<file path="config.mk">
export PLATFORM = sky130hd
export DESIGN_NAME = mmio_uart_tx_flat
export DESIGN_NICKNAME = d
export VERILOG_FILES = /design/src/rtl/mmio_uart_tx_if.sv /design/src/rtl/mmio_uart_tx.sv /design/src/flat_wrapper.sv
export SDC_FILE = /design/constraint.sdc
export NUM_CORES = 1
export LEC_CHECK = 0
export ABC_AREA = 1
export BUFFER_PORTS_ARGS = -buffer_cell sky130_fd_sc_hd__buf_2
export CAP_MARGIN = 5
export CORE_MARGIN = 2
export CORE_UTILIZATION = 58
export DETAILED_ROUTE_END_ITERATION = 16
export MAX_ROUTING_LAYER = met4
export PLACE_DENSITY = 0.85
export RECOVER_POWER = 100
export SYNTH_ARGS = -nofsm -noshare
export SYNTH_HDL_FRONTEND = slang
export SYNTH_SLANG_ARGS = --single-unit
</file>
<file path="constraint.sdc">
create_clock -name clk -period 4.97 [get_ports clk]
set_input_delay 0.7455 -clock clk [delete_from_list [all_inputs] [get_ports clk]]
set_output_delay 0.7455 -clock clk [all_outputs]
set_load 0.02 [all_outputs]
</file>
<file path="src/rtl/mmio_uart_tx_if.sv">
`default_nettype none
// ============================================================================
// Module      : mmio_uart_tx_if
// Description : CPU data-bus slice seen by the memory-mapped UART transmitter.
//   addr    : byte address from the CPU
//   we      : write enable
//   datain  : write data from the CPU
//   dataout : registered read data from the peripheral
//   hit     : combinational address-window decode from the peripheral
// Revision    : 1.0 - initial release
// ============================================================================
interface mmio_uart_tx_if;
  logic [31:0] addr;
  logic        we;
  logic [31:0] datain;
  logic [31:0] dataout;
  logic        hit;

  modport master (
    output addr,
    output we,
    output datain,
    input  dataout,
    input  hit
  );

  modport slave (
    input  addr,
    input  we,
    input  datain,
    output dataout,
    output hit
  );
endinterface
`default_nettype wire

</file>
<file path="src/rtl/mmio_uart_tx.sv">
`default_nettype none
// ============================================================================
// Module      : mmio_uart_tx
// Description : Memory-mapped 8N1 UART transmitter with a TX FIFO.
//   Register window (word offsets from BASE_ADDR):
//     0x0 TXDATA (W: push datain[7:0], R: 0)
//     0x4 STATUS (R: busy/full/empty/overflow/count, W: bit3 clears overflow)
//     0x8 CLKDIV (R/W bits[15:0], clk cycles per bit, minimum 2)
//   Ports:
//     clk  : system clock, rising edge
//     rst  : asynchronous active-low reset
//     bus  : CPU data bus slave (addr, we, datain, dataout, hit)
//     txd  : serial output, idle high, registered
// Revision    : 1.0 - initial release
// ============================================================================
module mmio_uart_tx #(
  parameter logic [31:0] BASE_ADDR   = 32'hFFFF_0100,
  parameter int          FIFO_DEPTH  = 16,
  parameter logic [15:0] DEFAULT_DIV = 16'd434
) (
  input  logic          clk,
  input  logic          rst,
  mmio_uart_tx_if.slave bus,
  output logic          txd
);

  localparam int              AW     = $clog2(FIFO_DEPTH);
  localparam int              CW     = AW + 1;
  localparam logic [CW-1:0]   C_FULL = CW'(FIFO_DEPTH);

  typedef enum logic [1:0] {
    ST_IDLE  = 2'd0,
    ST_START = 2'd1,
    ST_DATA  = 2'd2,
    ST_STOP  = 2'd3
  } state_t;

  // FIFO storage and bookkeeping
  logic [7:0]    r_mem [FIFO_DEPTH];
  logic [AW-1:0] r_wptr;
  logic [AW-1:0] r_rptr;
  logic [CW-1:0] r_count;
  logic          r_ovf;
  logic [15:0]   r_clkdiv;
  logic [31:0]   r_dataout;

  // Serializer
  state_t        r_state;
  logic [7:0]    r_shift;
  logic [2:0]    r_idx;
  logic [15:0]   r_bcnt;
  logic          r_txd;

  logic [1:0]    w_sel;
  logic          w_hit;
  logic          w_wr;
  logic          w_push_req;
  logic          w_empty;
  logic          w_full;
  logic          w_bit_end;
  logic          w_pop;
  logic          w_push;
  logic          w_ovf_set;
  logic          w_busy;
  logic [15:0]   w_reload;
  logic [31:0]   w_cnt_ext;
  logic [31:0]   w_status;
  logic [31:0]   w_rdata;

  assign w_sel      = bus.addr[3:2];
  assign w_hit      = (bus.addr[31:4] == BASE_ADDR[31:4]) && (w_sel != 2'b11);
  assign bus.hit    = w_hit;
  assign w_wr       = bus.we & w_hit;
  assign w_push_req = w_wr && (w_sel == 2'b00);

  assign w_empty    = (r_count == '0);
  assign w_full     = (r_count == C_FULL);
  assign w_bit_end  = (r_bcnt == 16'd0);

  // The serializer takes a byte when idle, or back-to-back at the end of a
  // stop bit. Gating on non-empty means a push into an empty FIFO is never
  // paired with a pop in the same cycle.
  assign w_pop      = !w_empty &&
                      ((r_state == ST_IDLE) || ((r_state == ST_STOP) && w_bit_end));
  // A pop frees a slot in the same cycle, so a full FIFO still accepts.
  assign w_push     = w_push_req && (!w_full || w_pop);
  assign w_ovf_set  = w_push_req && w_full && !w_pop;

  assign w_busy     = !w_empty || (r_state != ST_IDLE);
  // Every bit start reloads from the live CLKDIV, so a mid-frame divisor
  // change only affects subsequent bits.
  assign w_reload   = r_clkdiv - 16'd1;

  // Count reported in 8 bits; with FIFO_DEPTH=256 a full FIFO shows 0 here
  // and firmware must use the full flag.
  assign w_cnt_ext  = 32'(r_count);
  assign w_status   = {16'h0000, w_cnt_ext[7:0], 4'h0, r_ovf, w_empty, w_full, w_busy};

  always_comb begin
    w_rdata = 32'h0;
    if (w_hit) begin
      case (w_sel)
        2'b01:   w_rdata = w_status;
        2'b10:   w_rdata = {16'h0000, r_clkdiv};
        default: w_rdata = 32'h0;
      endcase
    end
  end

  assign bus.dataout = r_dataout;
  assign txd         = r_txd;

  // FIFO storage needs no reset; only the pointers and count define contents.
  always_ff @(posedge clk) begin
    if (w_push) begin
      r_mem[r_wptr] <= bus.datain[7:0];
    end
  end

  // Bus-side registers and FIFO pointers
  always_ff @(posedge clk or negedge rst) begin
    if (!rst) begin
      r_wptr    <= '0;
      r_rptr    <= '0;
      r_count   <= '0;
      r_ovf     <= 1'b0;
      r_clkdiv  <= DEFAULT_DIV;
      r_dataout <= 32'h0;
    end else begin
      r_dataout <= w_rdata;
      if (w_push) r_wptr <= r_wptr + AW'(1);
      if (w_pop)  r_rptr <= r_rptr + AW'(1);
      case ({w_push, w_pop})
        2'b10:   r_count <= r_count + CW'(1);
        2'b01:   r_count <= r_count - CW'(1);
        default: r_count <= r_count;
      endcase
      if (w_ovf_set) begin
        r_ovf <= 1'b1;
      end else if (w_wr && (w_sel == 2'b01) && bus.datain[3]) begin
        r_ovf <= 1'b0;
      end
      if (w_wr && (w_sel == 2'b10)) begin
        r_clkdiv <= (bus.datain[15:0] < 16'd2) ? 16'd2 : bus.datain[15:0];
      end
    end
  end

  // 8N1 serializer; txd is registered alongside every state transition.
  always_ff @(posedge clk or negedge rst) begin
    if (!rst) begin
      r_state <= ST_IDLE;
      r_shift <= 8'h00;
      r_idx   <= 3'd0;
      r_bcnt  <= 16'd0;
      r_txd   <= 1'b1;
    end else begin
      case (r_state)
        ST_IDLE: begin
          r_txd <= 1'b1;
          if (w_pop) begin
            r_shift <= r_mem[r_rptr];
            r_bcnt  <= w_reload;
            r_state <= ST_START;
            r_txd   <= 1'b0;
          end
        end
        ST_START: begin
          if (w_bit_end) begin
            r_idx   <= 3'd0;
            r_bcnt  <= w_reload;
            r_state <= ST_DATA;
            r_txd   <= r_shift[0];
          end else begin
            r_bcnt <= r_bcnt - 16'd1;
          end
        end
        ST_DATA: begin
          if (w_bit_end) begin
            r_bcnt <= w_reload;
            if (r_idx == 3'd7) begin
              r_state <= ST_STOP;
              r_txd   <= 1'b1;
            end else begin
              r_idx   <= r_idx + 3'd1;
              r_shift <= r_shift >> 1;
              r_txd   <= r_shift[1];
            end
          end else begin
            r_bcnt <= r_bcnt - 16'd1;
          end
        end
        ST_STOP: begin
          if (w_bit_end) begin
            if (w_pop) begin
              r_shift <= r_mem[r_rptr];
              r_bcnt  <= w_reload;
              r_state <= ST_START;
              r_txd   <= 1'b0;
            end else begin
              r_state <= ST_IDLE;
              r_txd   <= 1'b1;
            end
          end else begin
            r_bcnt <= r_bcnt - 16'd1;
          end
        end
        default: begin
          r_state <= ST_IDLE;
          r_txd   <= 1'b1;
        end
      endcase
    end
  end

  // Address byte lanes and upper data bits carry no meaning here.
  logic w_unused;
  assign w_unused = &{1'b0, bus.addr[1:0], bus.datain[31:16], w_cnt_ext[31:8]};

endmodule
`default_nettype wire

</file>
<file path="src/flat_wrapper.sv">
// flat-port wrapper written by rule: the top's interface ports become plain ports
module mmio_uart_tx_flat 
#(
  parameter logic [31:0] BASE_ADDR   = 32'hFFFF_0100,
  parameter int          FIFO_DEPTH  = 16,
  parameter logic [15:0] DEFAULT_DIV = 16'd434
)
  (clk, rst, txd, bus_addr, bus_we, bus_datain, bus_dataout, bus_hit);
  mmio_uart_tx_if bus_i ();
  input  logic clk;
  input  logic rst;
  output logic txd;
  input wire logic [$bits(bus_i.addr)-1:0] bus_addr;
  input wire logic [$bits(bus_i.we)-1:0] bus_we;
  input wire logic [$bits(bus_i.datain)-1:0] bus_datain;
  output wire logic [$bits(bus_i.dataout)-1:0] bus_dataout;
  output wire logic [$bits(bus_i.hit)-1:0] bus_hit;
  assign bus_i.addr = bus_addr;
  assign bus_i.we = bus_we;
  assign bus_i.datain = bus_datain;
  assign bus_dataout = bus_i.dataout;
  assign bus_hit = bus_i.hit;
  mmio_uart_tx #(.BASE_ADDR(BASE_ADDR), .FIFO_DEPTH(FIFO_DEPTH), .DEFAULT_DIV(DEFAULT_DIV)) u_core (.clk(clk), .rst(rst), .bus(bus_i), .txd(txd));
endmodule
</file>
==> results of run 1 <==
## synthesized netlist by cell type, types with 2 or more instances
cell	number	area, um^2
sky130_fd_sc_hd__nor3b_1	2	15.0
sky130_fd_sc_hd__a21oi_1	25	125
sky130_fd_sc_hd__buf_4	18	135
sky130_fd_sc_hd__inv_1	76	285
sky130_fd_sc_hd__xnor2_1	4	35.0
sky130_fd_sc_hd__o221ai_1	30	263
sky130_fd_sc_hd__nor2_2	2	12.5
sky130_fd_sc_hd__xor2_1	26	228
sky130_fd_sc_hd__ha_1	20	250
sky130_fd_sc_hd__nand2_1	151	567
sky130_fd_sc_hd__o211ai_1	4	30.0
sky130_fd_sc_hd__nand4_1	9	56.3
sky130_fd_sc_hd__nor4_1	3	18.8
sky130_fd_sc_hd__o32ai_1	5	43.8
sky130_fd_sc_hd__a22oi_1	3	22.5
sky130_fd_sc_hd__clkinv_1	2	7.51
sky130_fd_sc_hd__o21ai_0	132	661
sky130_fd_sc_hd__buf_2	4	20.0
sky130_fd_sc_hd__nand3_1	43	215
sky130_fd_sc_hd__nor2_1	150	563
sky130_fd_sc_hd__dfrtp_1	70	1750
sky130_fd_sc_hd__dfstp_2	6	158
sky130_fd_sc_hd__inv_2	5	18.8
sky130_fd_sc_hd__edfxtp_1	128	3840
sky130_fd_sc_hd__mux2_2	9	101
sky130_fd_sc_hd__buf_1	3	11.3
sky130_fd_sc_hd__a21oi_4	2	32.5
sky130_fd_sc_hd__clkbuf_1	30	113
sky130_fd_sc_hd__nand2_2	3	18.8
sky130_fd_sc_hd__nor3_1	2	10.0
sky130_fd_sc_hd__o22ai_1	7	43.8
## metal layers
| layer | vias to the layer above | GRT usage (%) | part of all wire, % |
|---|---|---|---|
| li1 | 3475 | - | - |
| met1 | 3563 | 35.3 | 40 |
| met2 | 427 | 41.8 | 48 |
| met3 | 54 | 3.82 | 9.6 |
| met4 | 0 | 9.22 | 2.4 |
| met5 | - | - | 0 |
## cells in the final DEF, fill, tap and decap left out, types with 5 or more instances in the layout
master	count
sky130_fd_sc_hd__a21oi_1	26
sky130_fd_sc_hd__buf_2	38
sky130_fd_sc_hd__clkbuf_1	32
sky130_fd_sc_hd__clkbuf_16	24
sky130_fd_sc_hd__conb_1	16
sky130_fd_sc_hd__dfrtp_1	69
sky130_fd_sc_hd__dfstp_2	6
sky130_fd_sc_hd__edfxtp_1	128
sky130_fd_sc_hd__ha_1	20
sky130_fd_sc_hd__inv_1	78
sky130_fd_sc_hd__mux2_2	9
sky130_fd_sc_hd__nand2_1	151
sky130_fd_sc_hd__nand3_1	43
sky130_fd_sc_hd__nand4_1	9
sky130_fd_sc_hd__nor2_1	153
sky130_fd_sc_hd__o21ai_0	132
sky130_fd_sc_hd__o221ai_1	30
sky130_fd_sc_hd__o22ai_1	7
sky130_fd_sc_hd__o32ai_1	5
sky130_fd_sc_hd__xor2_1	26
## report_power, final
part	internal [W]	leakage, nW	switching [W]
clock	0.00109	0.383	0.000660
combinational	0.0000341	1.82	0.0000838
sequential	0.00183	2.12	0.0000104
total	0.00296	4.32	0.000754
## cell families after synthesis
| group | after synthesis | share of synthesized area, % |
|---|---|---|
| other | 1 | 0.0383 |
| xor gates and xnor gates | 30 | 2.69 |
| DFF | 204 | 58.8 |
| muxes | 9 | 1.04 |
| adders and majority gates | 20 | 2.56 |
| AOI/OAI and AO/OA | 213 | 12.9 |
| and+or+nand+nor | 371 | 15.9 |
| buffers and inverters | 138 | 6.04 |
## sequential cells by signal, summed over array words and instances, names as in the netlist
register,flops
u_core.r_mem,128
u_core.bus.dataout,16
u_core.r_bcnt,16
u_core.r_clkdiv,16
u_core.r_shift,8
u_core.r_count,5
u_core.r_rptr,4
u_core.r_wptr,4
u_core.r_idx,3
u_core.r_state,2
u_core.r_ovf,1
u_core.txd,1
## area by class of cell
cell class                      count  area (um^2)  area share (%)
Multi-Input combinational cell    659         3440            31.6
Inverter                           83          312            2.86
Timing Repair Buffer               69          318            2.92
Clock inverter                     12          169            1.55
Sequential cell                   204         5750            52.9
Tap cell                          220          275            2.53
Clock buffer                       28          616            5.66
## through the flow
step	setup WS, ns	hold WS [ns]	instances	utilization (%)
after global placement	1.75	0.467	1235	61.7
after CTS	1.90	0.441	1275	66.4
final	1.19	0.418	1275	65.9
after global routing	0.901	0.492	1275	65.9
after floorplan	2.34	0.449	1001	-
after detailed placement	1.62	0.469	1235	61.7
## final timing paths
kind,endpoint,slack [ns],cells past startpoint
setup / recovery,u_core.r_mem[15][3]$_DFFE_PP_,1.19,10
max in group asynchronous,u_core.r_rptr[0]$_DFFE_PN0N_,3.90,1
setup reg to reg,u_core.r_mem[15][3]$_DFFE_PP_,1.19,10
min in group clk,u_core.r_shift[1]$_DFFE_PN0P_,0.49,2
hold reg to reg,u_core.r_shift[1]$_DFFE_PN0P_,0.49,2
hold / removal,u_core.r_idx[0]$_DFFE_PN0P_,0.42,1
## worst max-delay path, delay by kind of cell, from the launching register on
family / cells / cell delay (ns)
compound gates: 2 / 0.91
flops: 1 / 0.39
fa+ha+maj: 1 / 0.21
buf+inv: 2 / 0.35
simple gates: 5 / 1.53
==> impl_metrics.yaml, run 1 <==
routing:
  dr.first_iter.drc_count: 863
  detail_route.vias_per_cell: 5.90
  post_drt_wl_per_cell_um: 17.9
  drt_first_pass_iters: 6
  ant_nets: 0
  dr_total_vias: 7519
  drc_errors: 0
  routed_wirelength_um: 22900
global_routing:
  grt_max_degree: 77
  grt_first_pass_wirelength_um: 36200
  grt.total_usage_pct: 26.4
  globalRoute.totalOverflow: 0
  first_global_vias: 7066
  antenna_violations_before_repair: 0
timing:
  max_slew_violations: 34
  hold_violations: 0
  timing.clock.skew_ns: 0.0133
  slew_hr_pct: -0.754
  setup_total_negative_slack_ns: 0
  final_period_minus_worst_setup_slack_ns: 3.78
  finalSetupViolCount: 0
  min_period_over_period_pct: 76.0
  worstMarginPinSlew_ns: 1.51
  setup_repair_after_global_routing_missed_its_margin: "false"
  upper_clock_frequency_limit_mhz: 265
clocking:
  cts.clk_slew.worst_paths_ns: 0.06
  clock_path_buffers: 3
  cts_htree_levels: 1
  clock_sink_count: 204
  cts.repair.resized: 0
  cts-root-buf: "sky130_fd_sc_hd__clkbuf_16"
  numCtsBuffers: 22
  post_cts_buffers: 0
  insertion_delay_ns: 0.51
  cts_hold_buffers: 0
  tritoncts: "done"
critical_path:
  timing.critical_path.slowest_cell_delay_ns: 0.76
  critPathSlowestCell: "sky130_fd_sc_hd__a21oi_1"
  worstPathRequired_ns: 5.10
  crit_path_max_fanout: 14
  crit_path_cell_trace: "inv_1, ha_1, nand2_2, nor2_1, nand3_1, a21oi_4, inv_1, a21oi_1, nand2_1, nor2_1"
  critPathLaunchType: "flop"
  setup.worst_path.end_class: "flop"
  crit-reg2reg-launch: "u_core.r_bcnt[0]$_DFF_PN0_"
  crit_start: "u_core.r_bcnt[0]$_DFF_PN0_"
  critical_path_arrival_ns: 3.90
  critPathKind: "reg -> reg"
placed_design:
  globalplace.congestion: 0.920
  placement.io_buffers: 66
  dpl.hpwl_um: 13900
  placed_area_um2: 10200
floorplan:
  boundaryPins: 101
  die_width_um: 134
  die_area_um2: 17900
  floorplan.die.height_um: 134
  row_count: 47
  core_area_um2: 16500
  initial_core_util_pct: 59.2
yosys:
  synth_cell_type_count: 43
  synth.yosys.seq_area_share_pct: 58.8
  number_of_enable_type_register_cells_in_the_synthesized_netlist: 128
  yosys_warnings: 0
  synth.ff_latch_count: 204
  synthCells: 986
  synth.cell_area_um2: 9780
  synth-main-ff-cell: "sky130_fd_sc_hd__edfxtp_1"
  syn_avg_cell_area_um2: 9.92
  synth-async-reset-ratio_pct: 37.3
power:
  power.density_nw_per_um2: 341
  leakagePower_nw: 4.32
  vdd.ir_drop.worst_mv: 0.331
  fin_total_pwr_w: 0.00371
job:
  maxCapViolations: 1
cells_and_area:
  antenna_cells_inserted: 0
  area_growth_syn_to_layout_pct: 11.3
  post-route-cell-area_um2: 10900
  final.fill_count: 1155
  final_layout_size_suffix_gt1_share_pct: 9.48
  layout.nets: 1126
status:
  run_status: "finished with violations"
  violated_checks: "max-capacitance violations, max-slew violations"
worst_hold_path:
  hp-class: "in -> async"
(Power assumes the default switching activity.)
==> run 2, diff against run 1 <==
- CORE_UTILIZATION: 58 -> 53
- PLACE_DENSITY: 0.85 -> 0.82
- clock period: 4.97 -> 3.05 ns (I/O delays scaled with it)
==> run 2 against run 1 <==
Compared with the run above:
- the flow still finishes with violations (max-capacitance violations, max-slew violations)
- register-to-register slack lost 0.90 ns
- non-clock buffer count grew 26
- via count grew 0.13%
- sequential power grew 64%
- maximum frequency grew 37%
==> impl_metrics.yaml, run 2 (synthesis results as in run 1) <==
timing:
  max_slew_violations: 77
  hold_violations: 0
  setup_total_negative_slack_ns: 0
  final_period_minus_worst_setup_slack_ns: 2.76
  finalSetupViolCount: 0
  slew_hr_pct: -26.6
  worst_slack_ns: 0.293
  setup_repair_after_global_routing_missed_its_margin: "false"
  timing.clock.skew_ns: 0.0124
  min_period_over_period_pct: 90.4
  upper_clock_frequency_limit_mhz: 363
  worstMarginPinSlew_ns: 1.90
routing:
  drc_errors: 0
  ant_nets: 0
  routed_wirelength_um: 23000
  dr.first_iter.drc_count: 954
  detail_route.vias_per_cell: 5.77
  dr_total_vias: 7529
  post_drt_wl_per_cell_um: 17.6
  drt_first_pass_iters: 5
cells_and_area:
  most_frequent_standard_cell_in_the_layout_excluding_fill_and_tap_cells: "sky130_fd_sc_hd__nand2_1"
  final.fill_count: 1411
  final_layout_size_suffix_gt1_share_pct: 10.9
  area_growth_syn_to_layout_pct: 11.5
  number_of_flip_flops_under_the_largest_register_name: 128
  area.sequential_um2: 5750
  registers.top_by_ff_count: "u_core.r_mem"
  antenna_cells_inserted: 0
  layout.cells.most_common_list: "154 x sky130_fd_sc_hd__nand2_1, 152 x sky130_fd_sc_hd__nor2_1, 132 x sky130_fd_sc_hd__o21ai_0, 128 x sky130_fd_sc_hd__edfxtp_1, 76 x sky130_fd_sc_hd__inv_1"
  multi_input_area_um2: 3450
  postLayoutCoreUtil_pct: 60.5
  layout.nets: 1151
clocking:
  cts-root-buf: "sky130_fd_sc_hd__clkbuf_16"
  cts_htree_levels: 1
  tritoncts: "done"
  cts.clk_slew.worst_paths_ns: 0.06
  post_cts_buffers: 0
  clock_path_buffers: 3
  insertion_delay_ns: 0.49
  clock_sink_count: 204
  numCtsBuffers: 21
floorplan:
  core_area_um2: 18000
  boundaryPins: 101
  row_count: 49
  die_width_um: 140
  initial_core_util_pct: 54.3
  die_area_um2: 19600
  floorplan.die.height_um: 140
placed_design:
  globalplace.congestion: 0.897
  detailedPlace.worstSlack_ns: 0.446
  dpl.hpwl_um: 14600
  placement.io_buffers: 66
power:
  power.density_nw_per_um2: 509
  fin_total_pwr_w: 0.00555
  leakagePower_nw: 4.36
  vdd.ir_drop.worst_mv: 0.376
worst_hold_path:
  hold-path-cell-count: 3
  timing.hold.worst.start: "bus_datain[8]"
  worst_hold_path.endpoint: "u_core.r_clkdiv[8]$_DFFE_PN1P_"
  hp-class: "in -> reg"
critical_path:
  critical_path.reg2reg.endpoint: "u_core.r_mem[8][0]$_DFFE_PP_"
  crit-reg2reg-launch: "u_core.r_bcnt[0]$_DFF_PN0_"
  critPathLaunchType: "flop"
  critical_path_arrival_ns: 2.93
  critPathKind: "reg -> reg"
  critPathSlowestCell: "sky130_fd_sc_hd__dfrtp_1"
  crit_path_cell_trace: "inv_1, ha_1, nand2_1, nor2_1, nand3_1, a21oi_4, inv_2, a21oi_4, buf_4, nand2_1, nor2_1, clkbuf_2"
  worst_path_dominant_cell_family: "simple AND/OR/NAND/NOR gates"
  setup.worst_path.end_class: "flop"
  reg2regPathDepth: 12
  crit_path_max_fanout: 8
  timing.critical_path.slowest_cell_delay_ns: 0.40
  count_of_buffering_cells_on_the_critical_path_with_inverters_included: 4
  rrSetupSlack_ns: 0.29
  worstPathRequired_ns: 3.22
status:
  run_status: "finished with violations"
  violated_checks: "max-capacitance violations, max-slew violations"
global_routing:
  grt.total_usage_pct: 23.7
  antenna_violations_before_repair: 0
  grt_max_degree: 77
  globalRoute.totalOverflow: 0
  grt_first_pass_wirelength_um: 36200
  first_global_vias: 7195
job:
  maxCapViolations: 1
-- run 2: changes by cell type in the layout (fill, tap and decap cells not counted), moves of 2 or more --
| cell | delta |
|---|---|
| sky130_fd_sc_hd__clkinv_1 | +3 |
| sky130_fd_sc_hd__inv_1 | -2 |
| sky130_fd_sc_hd__bufinv_16 | -3 |
| sky130_fd_sc_hd__nand2_2 | -2 |
| sky130_fd_sc_hd__clkbuf_2 | +13 |
| sky130_fd_sc_hd__buf_4 | +11 |
| sky130_fd_sc_hd__clkbuf_16 | -3 |
| sky130_fd_sc_hd__nand2_1 | +3 |
-- run 2: layer usage --
layer	GRT usage [%]	share of wire, %
met1	31.5	40
met2	38.7	49
met3	3.17	8.9
met4	6.79	2.0
met5	-	0
-- run 2: worst register-to-register path, delay by kind of cell, from the launching register on --
kind	cells	cell delay, ns
and+or+nand+nor	5	0.78
buffers and inverters	4	0.63
AOI/OAI and AO/OA	2	0.43
DFF	1	0.40
adders and majority gates	1	0.19
-- run 2: repair_timing --
action | CTS | global route
endpoints found under the setup margin | 0 | 0
resized for setup | 0 | 0
hold endpoints to repair | 1 | 0
hold buffers | 1 | 0
-- run 2: worst max-delay path by stage --
| stage | startpoint | end | slack [ns] | depth (start not counted) |
|---|---|---|---|---|
| final | u_core.r_bcnt[0]$_DFF_PN0_ | u_core.r_mem[8][0]$_DFFE_PP_ | 0.29 | 12 |
| after global routing | u_core.r_bcnt[0]$_DFF_PN0_ | u_core.r_mem[8][0]$_DFFE_PP_ | 0.12 | 12 |
| after CTS | u_core.r_bcnt[0]$_DFF_PN0_ | u_core.r_mem[9][1]$_DFFE_PP_ | 0.41 | 11 |
| after detailed placement | bus_addr[2] | u_core.r_count[4]$_DFFE_PN0P_ | 0.45 | 16 |
| after global placement | bus_addr[2] | u_core.r_count[4]$_DFFE_PN0P_ | 0.47 | 16 |
| after floorplan | u_core.r_bcnt[0]$_DFF_PN0_ | u_core.r_mem[11][0]$_DFFE_PP_ | 0.57 | 10 |
-- run 2: area by class of cell --
class / count / share of cell area [%]
sequential: 204 / 52.8
multi-input combinational: 659 / 31.7
clock buffer: 25 / 4.96
timing repair buffer: 95 / 4.43
inverter: 83 / 2.86
tap: 229 / 2.63
clock inverter: 9 / 0.631
-- run 2: power breakdown --
part	switching, W	internal [W]
clock	0.00101	0.00134
combinational	0.000135	0.0000567
sequential	0.0000171	0.00299
total	0.00116	0.00438
-- run 2: metrics by stage --
stage | instance area [um^2] | instances | hold WS, ns
2_1_floorplan | 9840 | 1001 | 0.162
3_3_place_gp | 10400 | 1269 | 0.468
3_5_place_dp | 10400 | 1269 | 0.474
4_1_cts | 11000 | 1304 | 0.205
5_1_grt | 10900 | 1304 | 0.214
6_report | 10900 | 1304 | 0.211
